===== config.mk =====
export PLATFORM = sky130hd
export DESIGN_NAME = rr_arb4
export DESIGN_NICKNAME = d
export VERILOG_FILES = /design/src/rtl/rr_arb4_pkg.sv /design/src/rtl/rr_arb4_gnt_dec.sv /design/src/rtl/rr_arb4.sv
export SDC_FILE = /design/constraint.sdc
export NUM_CORES = 1
export LEC_CHECK = 0
export ABC_AREA = 0
export CELL_PAD_IN_SITES_DETAIL_PLACEMENT = 0
export CELL_PAD_IN_SITES_GLOBAL_PLACEMENT = 1
export CORE_MARGIN = 1
export CORE_UTILIZATION = 36
export DETAILED_ROUTE_END_ITERATION = 12
export HOLD_SLACK_MARGIN = 0.06
export MAX_ROUTING_LAYER = met4
export PLACE_DENSITY_LB_ADDON = 0.1
export SLEW_MARGIN = 20
export SYNTH_ARGS = -nofsm -noshare
export SYNTH_HDL_FRONTEND = slang
export SYNTH_HIERARCHICAL = 1
export SYNTH_SLANG_ARGS = --single-unit

===== constraint.sdc =====
create_clock -name clk -period 2 [get_ports clk]
set_input_delay 0.3 -clock clk [delete_from_list [all_inputs] [get_ports clk]]
set_output_delay 0.3 -clock clk [all_outputs]
set_load 0.02 [all_outputs]

===== src/rtl/rr_arb4_pkg.sv =====
// Shared types and constants for the 4-way round-robin arbiter.
// Also holds the combinational rotating-priority search used by the top.
package rr_arb4_pkg;

    localparam int unsigned NUM_REQ = 4;
    localparam int unsigned IDX_W   = 2;

    typedef enum logic {
        IDLE  = 1'b0,
        GRANT = 1'b1
    } state_t;

    // First set request at or above ptr, wrapping 3 -> 0; returns 0 when none is set.
    function automatic logic [IDX_W-1:0] rr_pick(
        input logic [NUM_REQ-1:0] req,
        input logic [IDX_W-1:0]   ptr
    );
        logic [IDX_W-1:0] pick;
        logic [IDX_W-1:0] idx;
        logic             found;
        pick  = '0;
        found = 1'b0;
        for (int unsigned k = 0; k < NUM_REQ; k++) begin
            idx = ptr + IDX_W'(k);
            if (!found && req[idx]) begin
                pick  = idx;
                found = 1'b1;
            end
        end
        return pick;
    endfunction

endpackage


===== src/rtl/rr_arb4_gnt_dec.sv =====
// 2:4 one-hot decoder with enable; drives the arbiter grant vector.
module gnt_dec
    import rr_arb4_pkg::*;
(
    input  logic [IDX_W-1:0]   idx,
    input  logic               en,
    output logic [NUM_REQ-1:0] onehot
);

    always_comb begin
        onehot = '0;
        if (en) begin
            onehot[idx] = 1'b1;
        end
    end

endmodule


===== src/rtl/rr_arb4.sv =====
// Four-requester round-robin arbiter with a bounded hold time per grant.
// A grant always ends with at least one idle cycle before the next arbitration.
module rr_arb4
    import rr_arb4_pkg::*;
#(
    parameter int unsigned MAX_HOLD = 8
) (
    input  logic               clk,
    input  logic               rst,
    input  logic               en,
    input  logic [NUM_REQ-1:0] req,
    output logic [NUM_REQ-1:0] gnt,
    output logic [IDX_W-1:0]   gnt_id,
    output logic               busy,
    output logic               preempt
);

    localparam logic [7:0] LAST_CNT = 8'(MAX_HOLD - 1);
    localparam logic [7:0] PRE_CNT  = 8'(MAX_HOLD - 2);

    state_t           state;
    logic [IDX_W-1:0] ptr;
    logic [7:0]       hold_cnt;
    logic [IDX_W-1:0] pick;
    logic             grant_end;

    always_comb begin
        pick      = rr_pick(req, ptr);
        grant_end = !en || !req[gnt_id] || (hold_cnt == LAST_CNT);
    end

    always_ff @(posedge clk) begin
        if (rst) begin
            state    <= IDLE;
            ptr      <= '0;
            hold_cnt <= '0;
            gnt_id   <= '0;
            preempt  <= 1'b0;
        end else begin
            case (state)
                IDLE: begin
                    hold_cnt <= '0;
                    preempt  <= 1'b0;
                    if (en && (req != '0)) begin
                        state  <= GRANT;
                        gnt_id <= pick;
                    end
                end
                GRANT: begin
                    if (grant_end) begin
                        state    <= IDLE;
                        hold_cnt <= '0;
                        preempt  <= 1'b0;
                        ptr      <= gnt_id + IDX_W'(1);
                    end else begin
                        hold_cnt <= hold_cnt + 8'd1;
                        // Registered pulse: raised on entry to the final allowed grant cycle.
                        preempt  <= (hold_cnt == PRE_CNT);
                    end
                end
                default: begin
                    state <= IDLE;
                end
            endcase
        end
    end

    assign busy = (state == GRANT);

    gnt_dec u_gnt_dec (
        .idx    (gnt_id),
        .en     (busy),
        .onehot (gnt)
    );

endmodule


After elaboration in Yosys (flattened, before gate mapping):

Index checks and enable logic that the tools add are counted.

* logic and storage cells: 61
* register bits: 14

* order comparisons: 6
* reduce and logical (&&, ||, !) cells: 15
* muxes and demuxes: 27
* $add $sub $neg: 5
* equal/unequal tests: 2
* bitwise operators: 1

Operators with widths (count)
* $eq 8x3->1 const B: 2
* $pmux 8 s2: 1
* $lt 2x3->1 const B: 5
* $mux 1: 12
* $bmux 1 s2: 5
* $add 8x1->8 const B: 1
* $mux 2: 4
* $mux 8: 1
* $logic_and 1x1->1: 5
* $logic_not 1->1: 5
* $add 2x1->2 const B: 2
* $add 2x2->2 const B: 2
* $mux 4: 1
* $pmux 1 s2: 2
* $reduce_and 2->1: 2
* $reduce_bool 4->1: 1
* $demux 1 s2: 1
* $ge 2x1->1 const B: 1
* $logic_or 1x1->1: 2
* $not 1->1: 1

Longest topological paths before layout:

* depth after elaboration: 12
* gate-level depth with buffers: 6
* mapped depth without buffers: 5

By module:

Netlist, hierarchy kept.

Modules (own cells, without submodules)
* rr_arb4: cells each 73, seq. area each 280.3 µm², times used 1, area each 685.7 µm²
* gnt_dec: cells each 4, seq. area each 0.0 µm², times used 1, area each 37.5 µm²

Worst setup path before layout:

Ideal clock, no wire load.

* path type: register to register
* start point: register gnt_id[0]
* end point: register state, in the netlist busy
* arrival: 1.636 ns
* setup slack: 0.243 ns
* cell stages (with the launch flop): 6
* period minus slack after synthesis: 1.757 ns
* buffers on the path: 1
* setup time: 0.122 ns
* cell sequence: dfxtp_1 > mux4_1 > o311ai_2 > or3b_1 > buf_6 > o21ai_0

* cells in the longest elaborated chain, start to end: 7

RTL lines
* start: declaration: line rr_arb4.sv:13 `output logic [IDX_W-1:0] gnt_id,`
* start signal: assignment: line rr_arb4.sv:46 `gnt_id <= pick;`
* $bmux 1 s2: line rr_arb4.sv:29 `grant_end = !en || !req[gnt_id] || (hold_cnt == LAST_CNT);`
* $mux 1 (not written as such): line rr_arb4.sv:29
* $logic_not 1->1: line rr_arb4.sv:29
* $logic_or 1x1->1 (2 in a row): line rr_arb4.sv:29
* $mux 1: line rr_arb4.sv:50 `if (grant_end) begin`
* $pmux 1 s2: line rr_arb4.sv:40 `case (state)`
* end signal: assignment: line rr_arb4.sv:34 `state <= IDLE;`
* end signal: assignment: line rr_arb4.sv:45 `state <= GRANT;`
* end signal: assignment: line rr_arb4.sv:51 `state <= IDLE;`
* end: declaration: line rr_arb4.sv:21 `state_t state;`

Every way passes these cells. The select of a mux whose other input is x is not followed.
A chain may end at the register's enable or synchronous reset.

Worst setup path after layout:

* start point: register state, in the netlist busy
* end point: output port gnt[0]

* cells in the longest elaborated chain, start to end: 1

RTL lines
* $mux 4: line rr_arb4_gnt_dec.sv:12 `if (en) begin`
* end: declaration: line rr_arb4.sv:12 `output logic [NUM_REQ-1:0] gnt,`

Every way passes these cells.

==> results.tsv <==
metric	value	unit
run_status	finished clean	
grt-ovfl-total	0	
reg2reg_depth	5	
post_syn_area	723	sq um
die_w	46.8	microns
p_comb_frac	0.169	
min_period	1900	ps
instances_no_fill	125	
total_switching_power	0.141	mW
pin_count_of_the_biggest_net_entering_global_routing	11	
total_leakage_power	0.370	nW
hold_buffers	0	
maxClockFrequency	526	MHz
synth_top_area_cell	sky130_fd_sc_hd__dfxtp_1	
synth.yosys.warnings	6	
ctsResizeCount	0	
worstSetupStartpointType	register	
grt_pass1_wl	2.44	mm
max_cap_violations	0	
worst-r2r-setup-slack	250	ps
transition_time_at_the_pin_with_the_least_slew_margin	302	ps
yosysSeqAreaShare	0.388	
routed-via-count	636	
switching_share	0.256	
clock_latency	280	ps
place.port_buffers	14	
postSynthAreaPerCell	9.39	sq um
grt_pass1_vias	539	
post_synthesis_net_count	86	
die_h	46.8	microns
worstSetupPathType	reg -> out	
num-nets-final	111	
rsz0062_at_grt	no	
synth.ff_latch_count	14	
final_hold_viol_count	0	
finalClockSkew	7.86	ps
fin_tns_setup	0	ps
finalSetupViolations	0	
maxSlewViolCount	0	
final_layout_size_suffix_gt1_frac	0.160	
r2r-end	ptr[1]	
power-per-cell-area	573	nW/um^2
holdCritStartpoint	hold_cnt[0]	
dp_hpwl	1.17	mm
crit_required	1700	ps
cts.root.buffer_cell	sky130_fd_sc_hd__clkbuf_4	
numPlacedInstances	122	
min_to	hold_cnt[0]	
postSynth.topFlopCell	sky130_fd_sc_hd__dfxtp_1	
synthTopCellsByArea	sky130_fd_sc_hd__dfxtp_1, sky130_fd_sc_hd__xor2_1, sky130_fd_sc_hd__nor2_1, sky130_fd_sc_hd__a21oi_1, sky130_fd_sc_hd__mux4_1	
antenna_found_initial	0	
detail_route.iter0.violations	14	
synth_commonest_cells	sky130_fd_sc_hd__dfxtp_1, sky130_fd_sc_hd__nor2_1, sky130_fd_sc_hd__a21oi_1	
yosys.cell_count.top_type	sky130_fd_sc_hd__dfxtp_1	
initial_utilization	0.401	
path_cells	nor3b_2, clkdlybuf4s50_1	
clock_path_buffers	2	
synth_enable_flop_cells	0	
power_frac_seq	0.545	
critPathMaxStageDelay	620	ps
detail-route-antenna-nets	0	
final.period_utilization	0.951	
pin_count	15	
post_drt_wl_per_cell	12.4	microns
critical-path-slowest-cell	sky130_fd_sc_hd__clkdlybuf4s50_1	
peakVddDrop	0.368	mV
clock_power_share	0.286	
tritoncts_clock_tree	built	
layout.filler_cells	187	
setup_buffers_after_cts	0	
tritoncts.num_buffers	3	
die_area	2190	sq um
cts_htree_levels	1	
clock_sink_count	14	
worstPathMaxFanout	10	
synth_cells	77	
timing.critical_path.max_delay_family	buffers and inverters	
timing.rr.start	hold_cnt[3]	
crit_path_end_kind	primary output	
antenna_cells_inserted	0	
hold_depth	1	
slew_headroom	0.798	
crit_buf_inv	1	
grt_usage	0.169	
internal_power_component	0.409	mW
cp.arrival	1600	ps
synth_unique_cells	29	
routabilityCongestion	0.818	
asyncSetResetFlopFracSynth	0	
hold_slack	504	ps
firstDrtPassIters	4	
detail_route.wirelength	1.55	mm
hp-class	reg -> reg	
drc_errors	0	
area_growth	32.5	%
row_count	15	
p_total	0.549	mW
synth_top_area_share	0.388	
core_area	1800	sq um
detail_route.vias_per_cell	5.09	
cts.reportedPaths.clkPinSlew	80	ps
[sequential cells by signal (all words and copies together), names as in the netlist]
| register | count |
|---|---|
| busy | 1 |
| preempt | 1 |
| hold_cnt | 8 |
| gnt_id | 2 |
| ptr | 2 |
[power groups by stage]
| stage | registers [mW] | clock network, mW | logic [mW] |
|---|---|---|---|
| finish | 0.299 | 0.157 | 0.0930 |
| global route | 0.301 | 0.175 | 0.102 |
| CTS | 0.299 | 0.168 | 0.0936 |
| detailed placement | 0.305 | 0 | 0.0934 |
| global placement | 0.305 | 0 | 0.0923 |
| floorplan | 0.309 | 0 | 0.0414 |
[layer usage]
metal	GRT usage	vias up	wire (microns)
li1	-	325	-
met1	0.239	297	837
met2	0.208	12	632
met3	0.0462	2	55
met4	0.103	0	22
met5	-	-	0
[cell usage in the layout, fill, tap and decap left out, types with 2 or more instances in the layout]
master	count
sky130_fd_sc_hd__clkdlybuf4s50_1	14
sky130_fd_sc_hd__xor2_1	5
sky130_fd_sc_hd__nand2_1	2
sky130_fd_sc_hd__and3_1	2
sky130_fd_sc_hd__ha_1	2
sky130_fd_sc_hd__a211oi_1	2
sky130_fd_sc_hd__inv_1	5
sky130_fd_sc_hd__dfxtp_1	14
sky130_fd_sc_hd__clkbuf_4	3
sky130_fd_sc_hd__nand3_1	5
sky130_fd_sc_hd__nand2b_1	3
sky130_fd_sc_hd__a21oi_1	6
sky130_fd_sc_hd__nor2_1	11
sky130_fd_sc_hd__buf_4	7
sky130_fd_sc_hd__and3b_1	2
sky130_fd_sc_hd__xnor2_1	2
[through the flow]
| step | setup slack (ps) | utilization | area [sq um] |
|---|---|---|---|
| 3_5_place_dp | 4.39 | 0.519 | 936 |
| 6_report | 97.7 | 0.532 | 958 |
| 2_1_floorplan | 243 | - | 723 |
| 4_1_cts | 85.6 | 0.532 | 958 |
| 5_1_grt | 38.1 | 0.532 | 958 |
| 3_3_place_gp | 71.5 | 0.519 | 936 |
[cell type report]
type,count,area (sq um),area share
timing repair buffer,21,193,0.201
multi-input combinational,57,413,0.431
clock buffer,3,22.5,0.0235
tap,25,31.3,0.0326
inverter,5,18.8,0.0196
sequential,14,280,0.292
[cells by family (layout without fill, tap and decap cells)]
kind of cell	count (synthesis)	count (layout)	synth area share
compound gates	15	15	0.152
xor+xnor	7	7	0.0848
fa+ha+maj	2	2	0.0346
buf+inv	6	29	0.0415
flops	14	14	0.388
mux	1	1	0.0363
simple gates	32	32	0.263
[worst max path at each step]
stage,startpoint,endpoint,cells past startpoint,slack [ps]
global route,busy,gnt[0],2,40
floorplan,gnt_id[0],busy,5,240
detailed placement,req[2],preempt,6,4
global placement,req[2],preempt,6,70
CTS,gnt_id[1],gnt[3],2,90
finish,busy,gnt[0],2,100
Power figures use the tool's default switching activity.
